==> src/rtl/mc_controller_ext.sv <==
`default_nettype none
//------------------------------------------------------------------------------
// mc_controller_ext : multi-cycle MIPS controller (main FSM + ALU decode + PC
// enable) with memory wait states and retired-instruction counter.
// Optional feature macro: MC_ILLEGAL_TRAP_EN (illegal decode locks in TRAP).
// Revision: 1.0
//------------------------------------------------------------------------------
module mc_controller_ext #(
  parameter int OP_W     = 6,
  parameter int FUNCT_W  = 6,
  parameter int ALUCTL_W = 3,
  parameter int CNT_W    = 32,
  parameter int MEM_HS   = 1
) (
  input  logic                clk,
  input  logic                reset,
  input  logic [OP_W-1:0]     op,
  input  logic [FUNCT_W-1:0]  funct,
  input  logic                zero,
  input  logic                mem_ready,
  output logic                iord,
  output logic                memread,
  output logic                memwrite,
  output logic                irwrite,
  output logic [1:0]          regdst,
  output logic [1:0]          memtoreg,
  output logic                regwrite,
  output logic                alusrca,
  output logic [1:0]          alusrcb,
  output logic                extop,
  output logic [ALUCTL_W-1:0] alucontrol,
  output logic [1:0]          pcsrc,
  output logic                pcen,
  output logic                instr_done,
  output logic [CNT_W-1:0]    instr_count,
  output logic                illegal,
  output logic [4:0]          state_dbg
);

  typedef enum logic [4:0] {
    FETCH   = 5'd0,
    DECODE  = 5'd1,
    MEMADR  = 5'd2,
    MEMRD   = 5'd3,
    MEMWB   = 5'd4,
    MEMWR   = 5'd5,
    RTYPEEX = 5'd6,
    RTYPEWB = 5'd7,
    BEQEX   = 5'd8,
    ADDIEX  = 5'd9,
    IMMWB   = 5'd10,
    JEX     = 5'd11,
    BNEEX   = 5'd12,
    ANDIEX  = 5'd13,
    ORIEX   = 5'd14,
    JALEX   = 5'd15,
    JREX    = 5'd16
`ifdef MC_ILLEGAL_TRAP_EN
    ,
    TRAP    = 5'd17
`endif
  } state_t;

  localparam logic [OP_W-1:0] OP_RTYPE = OP_W'(6'b000000);
  localparam logic [OP_W-1:0] OP_LW    = OP_W'(6'b100011);
  localparam logic [OP_W-1:0] OP_SW    = OP_W'(6'b101011);
  localparam logic [OP_W-1:0] OP_BEQ   = OP_W'(6'b000100);
  localparam logic [OP_W-1:0] OP_BNE   = OP_W'(6'b000101);
  localparam logic [OP_W-1:0] OP_ADDI  = OP_W'(6'b001000);
  localparam logic [OP_W-1:0] OP_ANDI  = OP_W'(6'b001100);
  localparam logic [OP_W-1:0] OP_ORI   = OP_W'(6'b001101);
  localparam logic [OP_W-1:0] OP_J     = OP_W'(6'b000010);
  localparam logic [OP_W-1:0] OP_JAL   = OP_W'(6'b000011);

  localparam logic [FUNCT_W-1:0] FN_JR  = FUNCT_W'(6'b001000);
  localparam logic [FUNCT_W-1:0] FN_ADD = FUNCT_W'(6'b100000);
  localparam logic [FUNCT_W-1:0] FN_SUB = FUNCT_W'(6'b100010);
  localparam logic [FUNCT_W-1:0] FN_AND = FUNCT_W'(6'b100100);
  localparam logic [FUNCT_W-1:0] FN_OR  = FUNCT_W'(6'b100101);
  localparam logic [FUNCT_W-1:0] FN_SLT = FUNCT_W'(6'b101010);

  localparam logic [2:0] ALU_ADD = 3'b010;
  localparam logic [2:0] ALU_SUB = 3'b110;
  localparam logic [2:0] ALU_AND = 3'b000;
  localparam logic [2:0] ALU_OR  = 3'b001;
  localparam logic [2:0] ALU_SLT = 3'b111;

  state_t           state;
  state_t           next_state;
  logic [CNT_W-1:0] count;
  logic             rdy;
  logic             done;
  logic             pcwrite;
  logic             branch;
  logic             branchn;
  logic             in_trap;
  logic             s_iord, s_memread, s_memwrite, s_irwrite, s_regwrite;
  logic             s_alusrca, s_extop;
  logic [1:0]       s_regdst, s_memtoreg, s_alusrcb, s_pcsrc;
  logic [2:0]       alu3;
  logic [2:0]       rtype_alu;

  // Without handshake the memory is assumed to answer every cycle.
  assign rdy = mem_ready | (MEM_HS == 0);

  always_ff @(posedge clk or negedge reset) begin
    if (!reset) begin
      state <= FETCH;
      count <= '0;
    end else begin
      state <= next_state;
      if (done) count <= count + CNT_W'(1);
    end
  end

  always_comb begin
    rtype_alu = ALU_ADD;
    case (funct)
      FN_SUB:  rtype_alu = ALU_SUB;
      FN_AND:  rtype_alu = ALU_AND;
      FN_OR:   rtype_alu = ALU_OR;
      FN_SLT:  rtype_alu = ALU_SLT;
      default: rtype_alu = ALU_ADD;
    endcase
  end

  always_comb begin
    next_state = state;
    done       = 1'b0;
    pcwrite    = 1'b0;
    branch     = 1'b0;
    branchn    = 1'b0;
    in_trap    = 1'b0;
    s_iord     = 1'b0;
    s_memread  = 1'b0;
    s_memwrite = 1'b0;
    s_irwrite  = 1'b0;
    s_regwrite = 1'b0;
    s_alusrca  = 1'b0;
    s_extop    = 1'b1;
    s_regdst   = 2'b00;
    s_memtoreg = 2'b00;
    s_alusrcb  = 2'b00;
    s_pcsrc    = 2'b00;
    alu3       = ALU_ADD;
    case (state)
      FETCH: begin
        s_memread = 1'b1;
        s_alusrcb = 2'b01;
        s_irwrite = rdy;
        pcwrite   = rdy;
        if (rdy) next_state = DECODE;
      end
      DECODE: begin
        s_alusrcb = 2'b11;
        case (op)
          OP_LW, OP_SW: next_state = MEMADR;
          OP_RTYPE: begin
            case (funct)
              FN_JR: next_state = JREX;
              FN_ADD, FN_SUB, FN_AND, FN_OR, FN_SLT: next_state = RTYPEEX;
              default: begin
`ifdef MC_ILLEGAL_TRAP_EN
                next_state = TRAP;
`else
                next_state = FETCH;
                done       = 1'b1;
`endif
              end
            endcase
          end
          OP_BEQ:  next_state = BEQEX;
          OP_BNE:  next_state = BNEEX;
          OP_ADDI: next_state = ADDIEX;
          OP_ANDI: next_state = ANDIEX;
          OP_ORI:  next_state = ORIEX;
          OP_J:    next_state = JEX;
          OP_JAL:  next_state = JALEX;
          default: begin
`ifdef MC_ILLEGAL_TRAP_EN
            next_state = TRAP;
`else
            next_state = FETCH;
            done       = 1'b1;
`endif
          end
        endcase
      end
      MEMADR: begin
        s_alusrca  = 1'b1;
        s_alusrcb  = 2'b10;
        next_state = (op == OP_LW) ? MEMRD : MEMWR;
      end
      MEMRD: begin
        s_iord    = 1'b1;
        s_memread = 1'b1;
        if (rdy) next_state = MEMWB;
      end
      MEMWB: begin
        s_memtoreg = 2'b01;
        s_regwrite = 1'b1;
        next_state = FETCH;
        done       = 1'b1;
      end
      MEMWR: begin
        s_iord     = 1'b1;
        s_memwrite = 1'b1;
        if (rdy) begin
          next_state = FETCH;
          done       = 1'b1;
        end
      end
      RTYPEEX: begin
        s_alusrca  = 1'b1;
        alu3       = rtype_alu;
        next_state = RTYPEWB;
      end
      RTYPEWB: begin
        s_regdst   = 2'b01;
        s_regwrite = 1'b1;
        next_state = FETCH;
        done       = 1'b1;
      end
      BEQEX, BNEEX: begin
        s_alusrca  = 1'b1;
        alu3       = ALU_SUB;
        s_pcsrc    = 2'b01;
        branch     = (state == BEQEX);
        branchn    = (state == BNEEX);
        next_state = FETCH;
        done       = 1'b1;
      end
      ADDIEX, ANDIEX, ORIEX: begin
        s_alusrca  = 1'b1;
        s_alusrcb  = 2'b10;
        // Logical immediates are zero-extended, arithmetic ones sign-extended.
        if (state == ANDIEX) begin
          alu3    = ALU_AND;
          s_extop = 1'b0;
        end else if (state == ORIEX) begin
          alu3    = ALU_OR;
          s_extop = 1'b0;
        end
        next_state = IMMWB;
      end
      IMMWB: begin
        s_regwrite = 1'b1;
        next_state = FETCH;
        done       = 1'b1;
      end
      JEX: begin
        s_pcsrc    = 2'b10;
        pcwrite    = 1'b1;
        next_state = FETCH;
        done       = 1'b1;
      end
      JALEX: begin
        s_pcsrc    = 2'b10;
        pcwrite    = 1'b1;
        s_regwrite = 1'b1;
        s_regdst   = 2'b10;
        s_memtoreg = 2'b10;
        next_state = FETCH;
        done       = 1'b1;
      end
      JREX: begin
        s_pcsrc    = 2'b11;
        pcwrite    = 1'b1;
        next_state = FETCH;
        done       = 1'b1;
      end
`ifdef MC_ILLEGAL_TRAP_EN
      TRAP: begin
        s_extop    = 1'b0;
        in_trap    = 1'b1;
        next_state = TRAP;
      end
`endif
      default: next_state = FETCH;
    endcase
  end

  // Every output is held at 0 while reset is asserted.
  always_comb begin
    iord        = 1'b0;
    memread     = 1'b0;
    memwrite    = 1'b0;
    irwrite     = 1'b0;
    regdst      = 2'b00;
    memtoreg    = 2'b00;
    regwrite    = 1'b0;
    alusrca     = 1'b0;
    alusrcb     = 2'b00;
    extop       = 1'b0;
    alucontrol  = '0;
    pcsrc       = 2'b00;
    pcen        = 1'b0;
    instr_done  = 1'b0;
    instr_count = '0;
    illegal     = 1'b0;
    state_dbg   = 5'd0;
    if (reset) begin
      iord            = s_iord;
      memread         = s_memread;
      memwrite        = s_memwrite;
      irwrite         = s_irwrite;
      regdst          = s_regdst;
      memtoreg        = s_memtoreg;
      regwrite        = s_regwrite;
      alusrca         = s_alusrca;
      alusrcb         = s_alusrcb;
      extop           = s_extop;
      alucontrol[2:0] = alu3;
      pcsrc           = s_pcsrc;
      pcen            = pcwrite | (branch & zero) | (branchn & ~zero);
      instr_done      = done;
      instr_count     = count;
      illegal         = in_trap;
      state_dbg       = state;
    end
  end

endmodule
`default_nettype wire

==> config.mk <==
export PLATFORM = sky130hd
export DESIGN_NAME = mc_controller_ext
export DESIGN_NICKNAME = d
export VERILOG_FILES = /design/src/rtl/mc_controller_ext.sv
export SDC_FILE = /design/constraint.sdc
export NUM_CORES = 1
export LEC_CHECK = 0
export ABC_AREA = 0
export CAP_MARGIN = 15
export CORE_MARGIN = 3
export CORE_UTILIZATION = 35
export DETAILED_ROUTE_END_ITERATION = 16
export DONT_BUFFER_PORTS = 1
export GPL_ROUTABILITY_DRIVEN = 0
export GPL_TIMING_DRIVEN = 0
export RECOVER_POWER = 50
export SLEW_MARGIN = 20
export SYNTH_ARGS = -nofsm -noshare
export SYNTH_HDL_FRONTEND = slang
export SYNTH_SLANG_ARGS = --single-unit
==> constraint.sdc <==
create_clock -name clk -period 2.19 [get_ports clk]
set_input_delay 0.1095 -clock clk [delete_from_list [all_inputs] [get_ports clk]]
set_output_delay 0.1095 -clock clk [all_outputs]
set_load 0.05 [all_outputs]
==> out/results.txt <==
Congestion Overflow GR = 0
Seq/Total Area, Yosys = 0.3339
DRT antenna net count = 0
area grow syn2layout = 44.77%
Mapped Avg Cell Area = 8.155 sq um
Post-synth EDFFs = 0
CP required = 2.08 ns
IO Pins = 74
DRC violations left = 0
worst-path fanout max = 10
first-pass GRT wire length = 14340 um
port bufs = 0
cell area after synthesis = 2773 sq um
leakage power = 0.001437 uW
first drt pass iteration count = 4
Post-Route WL = 9322 um
Diodes inserted = 0
Yosys cell types = 55
slew margin rel. = 0.3633
DIE AREA = 9026 sq um
Peak Freq = 418.9 MHz
power per cell area = 714.1 nW/um^2
Setup crit start kind = flop
Die H = 95.01 um
clock buffer depth = 2
outcome = finished with violations
Final Skew = 0.01027 ns
via count = 2831
Tcrit/Tclk final = 1.090
pre-CTS setup slack = -0.4198 ns
Worst Max-Slew Pin Slew = 0.9550 ns
Horiz. Die Dim = 95.01 um
CP endpoint kind = primary output
Switch Pwr = 1304 uW
endpoints failing setup = 10
worst hold path type = primary input to flop
TritonCTS Buffers = 5
Cell Rows = 31
max-cap violation count = 0
most common cell after layout, fill and taps aside = buf_4
async set-or-reset flop fraction in the synthesized netlist = 1.000
Switching Share = 0.4550
layout cells sized above 1 = 0.3462
Synth Flop Type = dfrtp_1
CP arrival = 2.28 ns
clock latency at the later pin of the worst-skew pair = 0.29 ns
combinational power share = 0.475
internal power = 1562 uW
Global Route Usage Sum = 0.2045
clk sink count = 37
fin crit period = 2.387 ns
vias per inst = 5.789
Yosys warning count = 0
CTS tree = yes
Final nets = 406
register bit total from synthesis = 37
Starting Density = 0.3704
Setup TNS Final = -0.5416 ns
CTS clk-pin slew, worst paths = 0.08 ns
most frequent cells in the layout = buf_4 (38), dfrtp_1 (36), xor2_1 (29)
failing checks = negative setup slack
Mapped Cells = 340
post-synth net total = 357
vias in the first global route = 2780
antenna violations before repair = 0
worst setup path category = flop to primary output
maximum vdd drop = 650.5 uV
Fin. Hold Viols = 0
Clk pwr share = 0.221
HPWL after detailed placement = 5648 um
core area = 7486 sq um
total power draw = 2866 uW
drt wl/cell = 19.06 um
final worst setup slack = -0.1974 ns
DRT iter0 DRCs = 112
pin count of the biggest net entering global routing = 38
sequential share of power = 0.305
Slew Limit Fails = 0
clock root cell = clkbuf_8
RSZ-0062 raised after global routing = true
htree depth = 2
[registers in the layout, indices dropped and copies added (netlist names)]
name   count
state      5
count     32
[cell usage after synthesis (3+ instances only)]
cell type | instances | share of area
nand2_1 | 32 | 0.043
o211ai_1 | 3 | 0.0081
xor2_1 | 29 | 0.092
o21ai_0 | 9 | 0.016
a2111oi_0 | 7 | 0.022
nor2b_1 | 11 | 0.025
nand3_1 | 8 | 0.014
inv_1 | 9 | 0.012
a211oi_1 | 15 | 0.041
nand2b_1 | 3 | 0.0068
and2_1 | 32 | 0.072
and3_1 | 3 | 0.0068
xnor2_1 | 4 | 0.013
or4_1 | 4 | 0.011
buf_2 | 6 | 0.011
or3_1 | 4 | 0.0090
nor3_1 | 9 | 0.016
clkbuf_1 | 13 | 0.018
dfrtp_1 | 37 | 0.33
nor2_1 | 24 | 0.032
a21oi_1 | 23 | 0.042
nand4_1 | 11 | 0.025
[per-layer routing]
metal | GRT usage | up-vias | share of wire
met5 | 0 | - | 0
met2 | 0.3253 | 113 | 0.49
met1 | 0.2773 | 1397 | 0.43
met3 | 0.05179 | 13 | 0.065
li1 | - | 1308 | -
met4 | 0.05168 | 0 | 0.014
[stage by stage]
step / instances / cell area (sq um) / utilization / hold slack [ns]
after detailed placement: 439 / 2962 / 0.3956 / -0.1849
after global placement: 439 / 2930 / 0.3914 / -0.1846
after CTS: 476 / 3751 / 0.5011 / 0.01444
after floorplan: 340 / 2806 / - / -0.1861
after global routing: 489 / 4014 / 0.5362 / 0.04446
final: 489 / 4014 / 0.5362 / 0.02425
[layout make-up]
type                            count  area [sq um]
Buffer                             22         165.2
Fill cell                         679          3472
Inverter                           11         48.80
Clock buffer                        6         82.58
Multi-Input combinational cell    268          2235
Timing Repair Buffer               44         394.1
Tap cell                           99         123.9
Sequential cell                    37         927.1
Clock inverter                      2         37.54
[worst max-delay path: stages (launching register included)]
cell and delay [ns]:
dfrtp_1 0.39, buf_6 0.14, buf_6 0.12, buf_6 0.12, nor4_4 0.35, a211oi_2 0.13, buf_4 0.16, buf_4 0.19
a21oi_4 0.39
[logic make-up (layout without fill, tap and decap cells)]
group	count (synthesis)	after routing	share of synthesized area
AND/OR/NAND/NOR	153	153	0.3037
AO/OA/AOI/OAI	77	77	0.1873
flip-flops	37	37	0.3339
buffers and inverters	35	85	0.05324
XOR/XNOR	33	33	0.1042
multiplexers	3	3	0.01173
adder cells (fa/ha/maj)	1	1	0.004512
other	1	1	0.001352
[power by group through the flow]
stage                     Clock (uW)  Combinational (uW)  Sequential, uW
after detailed placement           0                 934             889
after floorplan                    0                 802             865
after CTS                        647                1250             867
after global placement             0                 917             890
final                            633                1360             873
after global routing             682                1440             886
[final timing paths]
path | startpoint | endpoint | slack [ns] | depth (start not counted)
worst max-delay path | state[4] | instr_done | -0.20 | 8
worst min-delay path | op[4] | state[0] | 0.02 | 3
worst max register to register | state[4] | count[1] | -0.08 | 10
worst min register to register | count[31] | count[31] | 0.47 | 1
max in group asynchronous | reset | state[2] | 1.03 | 2
min in group asynchronous | reset | count[15] | 0.52 | 2
[timing repair]
action / CTS / global route
gates resized for setup: 99 / 33
endpoints found under the hold margin: 38 / 0
hold buffers: 5 / 0
endpoints found under the setup margin: 51 / 43
setup buffers: 26 / 13
cloned: 0 / 1
pin swaps: 18 / 34
No activity file was read; power rests on OpenSTA's default activity.
